`src/rtl/bit_word_generator_if.sv`:
```
// Command and word handshakes of the bit word generator.
// master is the generator side; slave is the command source and word consumer.
interface bit_word_generator_if #(
  parameter int unsigned DATA_W = 8,
  parameter int unsigned CNT_W  = $clog2(DATA_W)
);
  logic              cmd_valid;
  logic              cmd_ready;
  logic [CNT_W-1:0]  cmd_count;
  logic              cmd_polarity;
  logic              valid_out;
  logic [DATA_W-1:0] data_out;
  logic              ready_out;

  modport master (
    input  cmd_valid, cmd_count, cmd_polarity, ready_out,
    output cmd_ready, valid_out, data_out
  );

  modport slave (
    output cmd_valid, cmd_count, cmd_polarity, ready_out,
    input  cmd_ready, valid_out, data_out
  );
endinterface

```
`src/rtl/bit_word_generator.sv`:
```
// Builds a word whose bit 0 is P and whose low N upper bits also equal P, one bit per clock,
// then offers it on a valid/ready output.
module bit_word_generator #(
  parameter int unsigned DATA_W = 8,
  parameter int unsigned CNT_W  = $clog2(DATA_W)
) (
  input  logic                  clk,
  input  logic                  reset,
  bit_word_generator_if.master  bus,
  output logic [7:0]            words_sent,
  output logic [1:0]            state_out
);

  typedef enum logic [1:0] {
    StIdle  = 2'd0,
    StBuild = 2'd1,
    StSend  = 2'd2
  } state_e;

  localparam logic [CNT_W-1:0] LastIdx = CNT_W'(DATA_W - 1);

  state_e            state_q, state_d;
  logic [CNT_W-1:0]  cnt_q, cnt_d;
  logic              pol_q, pol_d;
  logic [DATA_W-1:0] build_q, build_d;
  logic [CNT_W-1:0]  idx_q, idx_d;
  logic [DATA_W-1:0] data_q, data_d;
  logic              valid_q, valid_d;
  logic [7:0]        words_q, words_d;

  always_ff @(posedge clk or negedge reset) begin
    if (!reset) begin
      state_q <= StIdle;
      cnt_q   <= '0;
      pol_q   <= 1'b0;
      build_q <= '0;
      idx_q   <= '0;
      data_q  <= '0;
      valid_q <= 1'b0;
      words_q <= '0;
    end else begin
      state_q <= state_d;
      cnt_q   <= cnt_d;
      pol_q   <= pol_d;
      build_q <= build_d;
      idx_q   <= idx_d;
      data_q  <= data_d;
      valid_q <= valid_d;
      words_q <= words_d;
    end
  end

  always_comb begin
    state_d = state_q;
    cnt_d   = cnt_q;
    pol_d   = pol_q;
    build_d = build_q;
    idx_d   = idx_q;
    data_d  = data_q;
    valid_d = valid_q;
    words_d = words_q;

    case (state_q)
      StIdle: begin
        if (bus.cmd_valid) begin
          cnt_d      = bus.cmd_count;
          pol_d      = bus.cmd_polarity;
          build_d    = '0;
          build_d[0] = bus.cmd_polarity;
          idx_d      = CNT_W'(1);
          state_d    = StBuild;
        end
      end
      StBuild: begin
        build_d[idx_q] = (idx_q <= cnt_q) ? pol_q : ~pol_q;
        idx_d          = idx_q + CNT_W'(1);
        // Publish the word on the same edge that writes its top bit.
        if (idx_q == LastIdx) begin
          data_d  = build_d;
          valid_d = 1'b1;
          state_d = StSend;
        end
      end
      StSend: begin
        if (bus.ready_out) begin
          valid_d = 1'b0;
          data_d  = '0;
          words_d = words_q + 8'd1;
          state_d = StIdle;
        end
      end
      default: begin
        valid_d = 1'b0;
        data_d  = '0;
        state_d = StIdle;
      end
    endcase
  end

  assign bus.cmd_ready = (state_q == StIdle);
  assign bus.valid_out = valid_q;
  assign bus.data_out  = data_q;
  assign words_sent    = words_q;
  assign state_out     = state_q;

endmodule
```
`src/flat_wrapper.sv`:
```
// flat-port wrapper written by rule: the top's interface ports become plain ports
module bit_word_generator_flat 
#(
  parameter int unsigned DATA_W = 8,
  parameter int unsigned CNT_W  = $clog2(DATA_W)
)
  (clk, reset, words_sent, state_out, bus_cmd_valid, bus_cmd_count, bus_cmd_polarity, bus_ready_out, bus_cmd_ready, bus_valid_out, bus_data_out);
  bit_word_generator_if #(.DATA_W(DATA_W), .CNT_W(CNT_W)) bus_i ();
  input  logic clk;
  input  logic reset;
  output logic [7:0] words_sent;
  output logic [1:0] state_out;
  input wire logic [$bits(bus_i.cmd_valid)-1:0] bus_cmd_valid;
  input wire logic [$bits(bus_i.cmd_count)-1:0] bus_cmd_count;
  input wire logic [$bits(bus_i.cmd_polarity)-1:0] bus_cmd_polarity;
  input wire logic [$bits(bus_i.ready_out)-1:0] bus_ready_out;
  output wire logic [$bits(bus_i.cmd_ready)-1:0] bus_cmd_ready;
  output wire logic [$bits(bus_i.valid_out)-1:0] bus_valid_out;
  output wire logic [$bits(bus_i.data_out)-1:0] bus_data_out;
  assign bus_i.cmd_valid = bus_cmd_valid;
  assign bus_i.cmd_count = bus_cmd_count;
  assign bus_i.cmd_polarity = bus_cmd_polarity;
  assign bus_i.ready_out = bus_ready_out;
  assign bus_cmd_ready = bus_i.cmd_ready;
  assign bus_valid_out = bus_i.valid_out;
  assign bus_data_out = bus_i.data_out;
  bit_word_generator #(.DATA_W(DATA_W), .CNT_W(CNT_W)) u_core (.clk(clk), .reset(reset), .bus(bus_i), .words_sent(words_sent), .state_out(state_out));
endmodule
```
`config.mk`:
```
export PLATFORM = sky130hd
export DESIGN_NAME = bit_word_generator_flat
export DESIGN_NICKNAME = d
export VERILOG_FILES = /design/src/rtl/bit_word_generator_if.sv /design/src/rtl/bit_word_generator.sv /design/src/flat_wrapper.sv
export SDC_FILE = /design/constraint.sdc
export NUM_CORES = 1
export LEC_CHECK = 0
export CORE_MARGIN = 2
export CORE_UTILIZATION = 57
export DETAILED_ROUTE_END_ITERATION = 16
export GPL_ROUTABILITY_DRIVEN = 0
export PLACE_DENSITY = 0.92
export SLEW_MARGIN = 20
export SYNTH_ARGS = -nofsm -noshare
export SYNTH_HDL_FRONTEND = slang
export SYNTH_SLANG_ARGS = --single-unit
export TNS_END_PERCENT = 30
```
`constraint.sdc`:
```
create_clock -name clk -period 5.6 [get_ports clk]
set_input_delay 1.12 -clock clk [delete_from_list [all_inputs] [get_ports clk]]
set_output_delay 1.12 -clock clk [all_outputs]
set_load 0.005 [all_outputs]
```
==> impl_summary.md <==
Die
Pin placement for this block handled 28 I/O pins. The starting density of the core is 58.4%. The total core area is between 0.002 and 0.003 sq mm. The floorplan step defined a die boundary enclosing about 0.0035 sq mm.

The horizontal die dimension is 59.2 microns. The row count is 20. The floorplan step set the die height to 59.2 microns.

GRT
In the global route stage, met2 resource usage came out at 35.9%. The pin count of the biggest net entering global routing is 35. The routing usage on met1 is 27.7%. The total overflow left after global routing is 0. The number of antenna violations at the first check in global routing came to 0. Global routing consumed, on the met3 layer, 6.55% of the routing resources. The most crowded layer after global routing is met2. The first global-routing pass estimated 5840 microns of wire. The overall track demand over capacity in global routing is between 20% and 30%. The number of global-route vias before repair is 1338.

STA
The setup clock skew after layout is 0.0123 ns. The number of max-slew violations in the final report came to 0. Timing would allow up to 368 MHz. The period utilization is 48.5%. The setup TNS after final layout is 0 ns.

The number of setup violations in the final report is 0. For the finished layout, the period the worst path requires is 2.72 ns. Setup repair after global routing left no endpoint under its margin. The worst slew margin relative to its limit is 50.5%. The final hold violation count is 0. The pin slew with the least headroom to its limit is roughly 0.74 ns.

Critical path
Walking the worst path, the cells encountered are clkdlybuf4s50_1. The count of buffer and inverter cells on the critical path is 1. The type of element capturing the critical path is an output pin. The worst path arrival time is 1.60 ns. The slowest cell on the critical path is sky130_fd_sc_hd__dfrtp_1. STA puts the critical path data required time at 4.48 ns. The type of the setup path with the least slack is reg -> out. The critical path's largest stage delay is between 0.6 and 0.7 ns. The maximum fanout along the worst path is 15.

The worst setup path is launched from a register. The cell type group with the largest total delay on the critical path is flip-flops.

Final layout
Compared with the post-synthesis result, the final layout area differs by 18.0%. The number of antenna diodes in the final layout is 0. The net total in the final layout is 205. Cells with a size suffix above 1 make up 7.85% of the layout. After routing the design area is 0.00205 sq mm.

Place
The final HPWL from detailed placement is ~2500 microns. The quantity of I/O buffers inserted on ports is 27. The area of placed instances is 0.00200 sq mm.

Power and ir drop
The peak ir drop on the vdd network is 0.000307 V. The internal power of the cells is 0.626 mW. Combinational logic is responsible for 50.4% of the overall power.

The share of total power consumed by net switching is between 40% and 50%. The completed layout was analyzed and its total power is 1.09 mW. The clock network fraction of total power is 11.8%. The total power per unit cell area is 533 mW/mm^2. The cell leakage power is between 0.9 and 1 nW. The fraction of power consumed by sequential logic is 37.8%. For this design the total switching power over the nets is 0.468 mW.

Detailed routing
The number of search-and-repair iterations in the first detailed-routing pass is 4. The overall via count from detail_route is approximately 1300. In the routed design, unresolved DRC markers number 0. The DRC marker count from the first detailed-route iteration is a little under 100. Dividing the detail-routed wire length by the instance count gives 15.4 microns. Dividing the detail-routed via count by the number of cells gives approximately 6.0. The total wire length is 3450 microns. The detail route stage leaves a number of antenna-violating nets equal to 0.

Synth
Dividing the synthesized area by the synthesized cell count gives roughly 10 sq um. The number of enable-type register cells in the synthesized netlist is 0. The portion of the post-synthesis area used by sequential elements is 49.0%. Summing the areas of all compound-gate instances in the mapped netlist gives 13.9% of the synthesized area.

The number of warnings reported in the yosys synthesis log is 0. The main flop type after synthesis is sky130_fd_sc_hd__dfrtp_1. The synthesized-area fraction occupied by and/or/nand/nor cells is 17.9%. The xor-xnor portion of the synthesized cell area is 4.46%. The post-synthesis net count is 181. The synthesized netlist devotes 4.32% of its cell area to adder and majority cells. After synthesis the netlist holds a flip-flop and latch count of 34. The cell area after technology mapping is around 0.0017 sq mm.

The multiplexer share of the synthesized area is about 4.8%. The proportion of register bits with asynchronous set or reset after synthesis is 100%. The cell count after synthesis is 167. The number of library cell types mapped by synthesis is 43.

The combinational family with the most area after synthesis is simple AND/OR/NAND/NOR gates.

Clock tree
The tree built by TritonCTS fans out to 34 sinks. The root buffer cell is sky130_fd_sc_hd__clkbuf_4. The number of buffers inserted to repair setup after CTS is 0.

The maximum root-to-sink buffer count is 2. The H-tree was split into 2 levels. The TritonCTS clock tree is built.

The total CTS buffers is 5. The source-to-sink clock delay at the later pin of the worst-skew pair is 0.35 ns. The register clock-pin slew on the reported worst setup and hold paths is 0.11 ns.

Gates resized during post-CTS repair numbered 0. For this design, the CTS-stage hold fixing added 0 buffers.

Flow run
Across the run, the number of max-cap violations was 0.

Worst hold path
The worst min-delay path class is reg -> reg.

Outcome
The flow ran to the end, and the final reports show no timing, DRC or antenna violations.
cells in the mapped netlist (all sizes together) (6+ instances only):
library cell	instances	area (sq um)
dfrtp	34	851
ha	6	75.1
xnor2	6	60.1
buf	7	43.8
inv	11	41.3
nand2	14	52.6
and3	7	43.8
a21oi	9	45.0
mux2i	6	60.1
o21ai	9	45.0
metrics by stage:
stage / utilization, % / hold slack [ns] / instances / setup WS (ns)
global placement: 67.1 / 0.462 / 217 / 2.37
floorplan: - / 0.462 / 167 / 3.46
detailed placement: 67.1 / 0.465 / 217 / 2.17
global route: 68.9 / 0.512 / 224 / 2.83
finish: 68.9 / 0.481 / 224 / 2.88
CTS: 68.7 / 0.484 / 224 / 2.55
area by class of cell:
cell class / instances / area [sq um]
Clock buffer: 5 / 37.5
Inverter: 11 / 41.3
Clock inverter: 2 / 10.0
Tap cell: 33 / 41.3
Sequential cell: 34 / 851
Multi-Input combinational cell: 111 / 792
Timing Repair Buffer: 28 / 278
Fill cell: 230 / 927
cell usage in the layout (no fill, tap or decap), types with 4 or more instances in the layout:
master / instances
sky130_fd_sc_hd__xnor2_1: 5
sky130_fd_sc_hd__o32ai_1: 4
sky130_fd_sc_hd__mux2i_1: 6
sky130_fd_sc_hd__clkbuf_4: 5
sky130_fd_sc_hd__o21ai_1: 4
sky130_fd_sc_hd__a21oi_1: 9
sky130_fd_sc_hd__nand2_1: 14
sky130_fd_sc_hd__ha_1: 6
sky130_fd_sc_hd__o21ai_0: 5
sky130_fd_sc_hd__and3_1: 7
sky130_fd_sc_hd__or3_1: 4
sky130_fd_sc_hd__clkdlybuf4s50_1: 27
sky130_fd_sc_hd__o31ai_1: 5
sky130_fd_sc_hd__dfrtp_1: 34
sky130_fd_sc_hd__inv_1: 11
sky130_fd_sc_hd__nor2_1: 5
sky130_fd_sc_hd__nand3_1: 4
cells by family (layout without fill, tap and decap cells):
group / count (synthesis) / count (layout)
simple gates: 54 / 54
compound gates: 35 / 35
flops: 34 / 34
buf+inv: 22 / 46
xor+xnor: 8 / 8
mux: 8 / 8
fa+ha+maj: 6 / 6
power groups by stage:
stage | logic [mW] | registers (mW) | clock network, mW
CTS | 0.554 | 0.411 | 0.130
global placement | 0.523 | 0.408 | 0
global route | 0.613 | 0.426 | 0.136
detailed placement | 0.552 | 0.417 | 0
finish | 0.551 | 0.414 | 0.130
floorplan | 0.448 | 0.377 | 0
layer usage:
layer / up-vias / wire (microns)
li1: 632 / -
met1: 645 / 1440
met2: 53 / 1730
met3: 9 / 217
met4: 0 / 70
met5: - / 0
registers in the layout, summed over array words and instances (netlist names):
register	count
u_core.pol_q	1
u_core.bus.valid_out	1
u_core.cnt_q	3
u_core.state_out	2
u_core.words_sent	8
u_core.build_q	8
u_core.idx_q	3
u_core.bus.data_out	8
worst paths after layout:
path                                        end            startpoint  cells past startpoint  slack, ns
min in group asynchronous   u_core.state_out[0]                 reset                      2       1.16
max in group asynchronous     u_core.build_q[4]                 reset                      2       4.13
setup reg to reg              u_core.build_q[5]       u_core.idx_q[0]                      6       3.39
hold / removal             u_core.words_sent[7]  u_core.words_sent[7]                      1       0.48
hold reg to reg            u_core.words_sent[7]  u_core.words_sent[7]                      1       0.48
setup / recovery                   state_out[0]   u_core.state_out[0]                      1       2.88
Note: power is estimated with default switching activity, not from simulation.
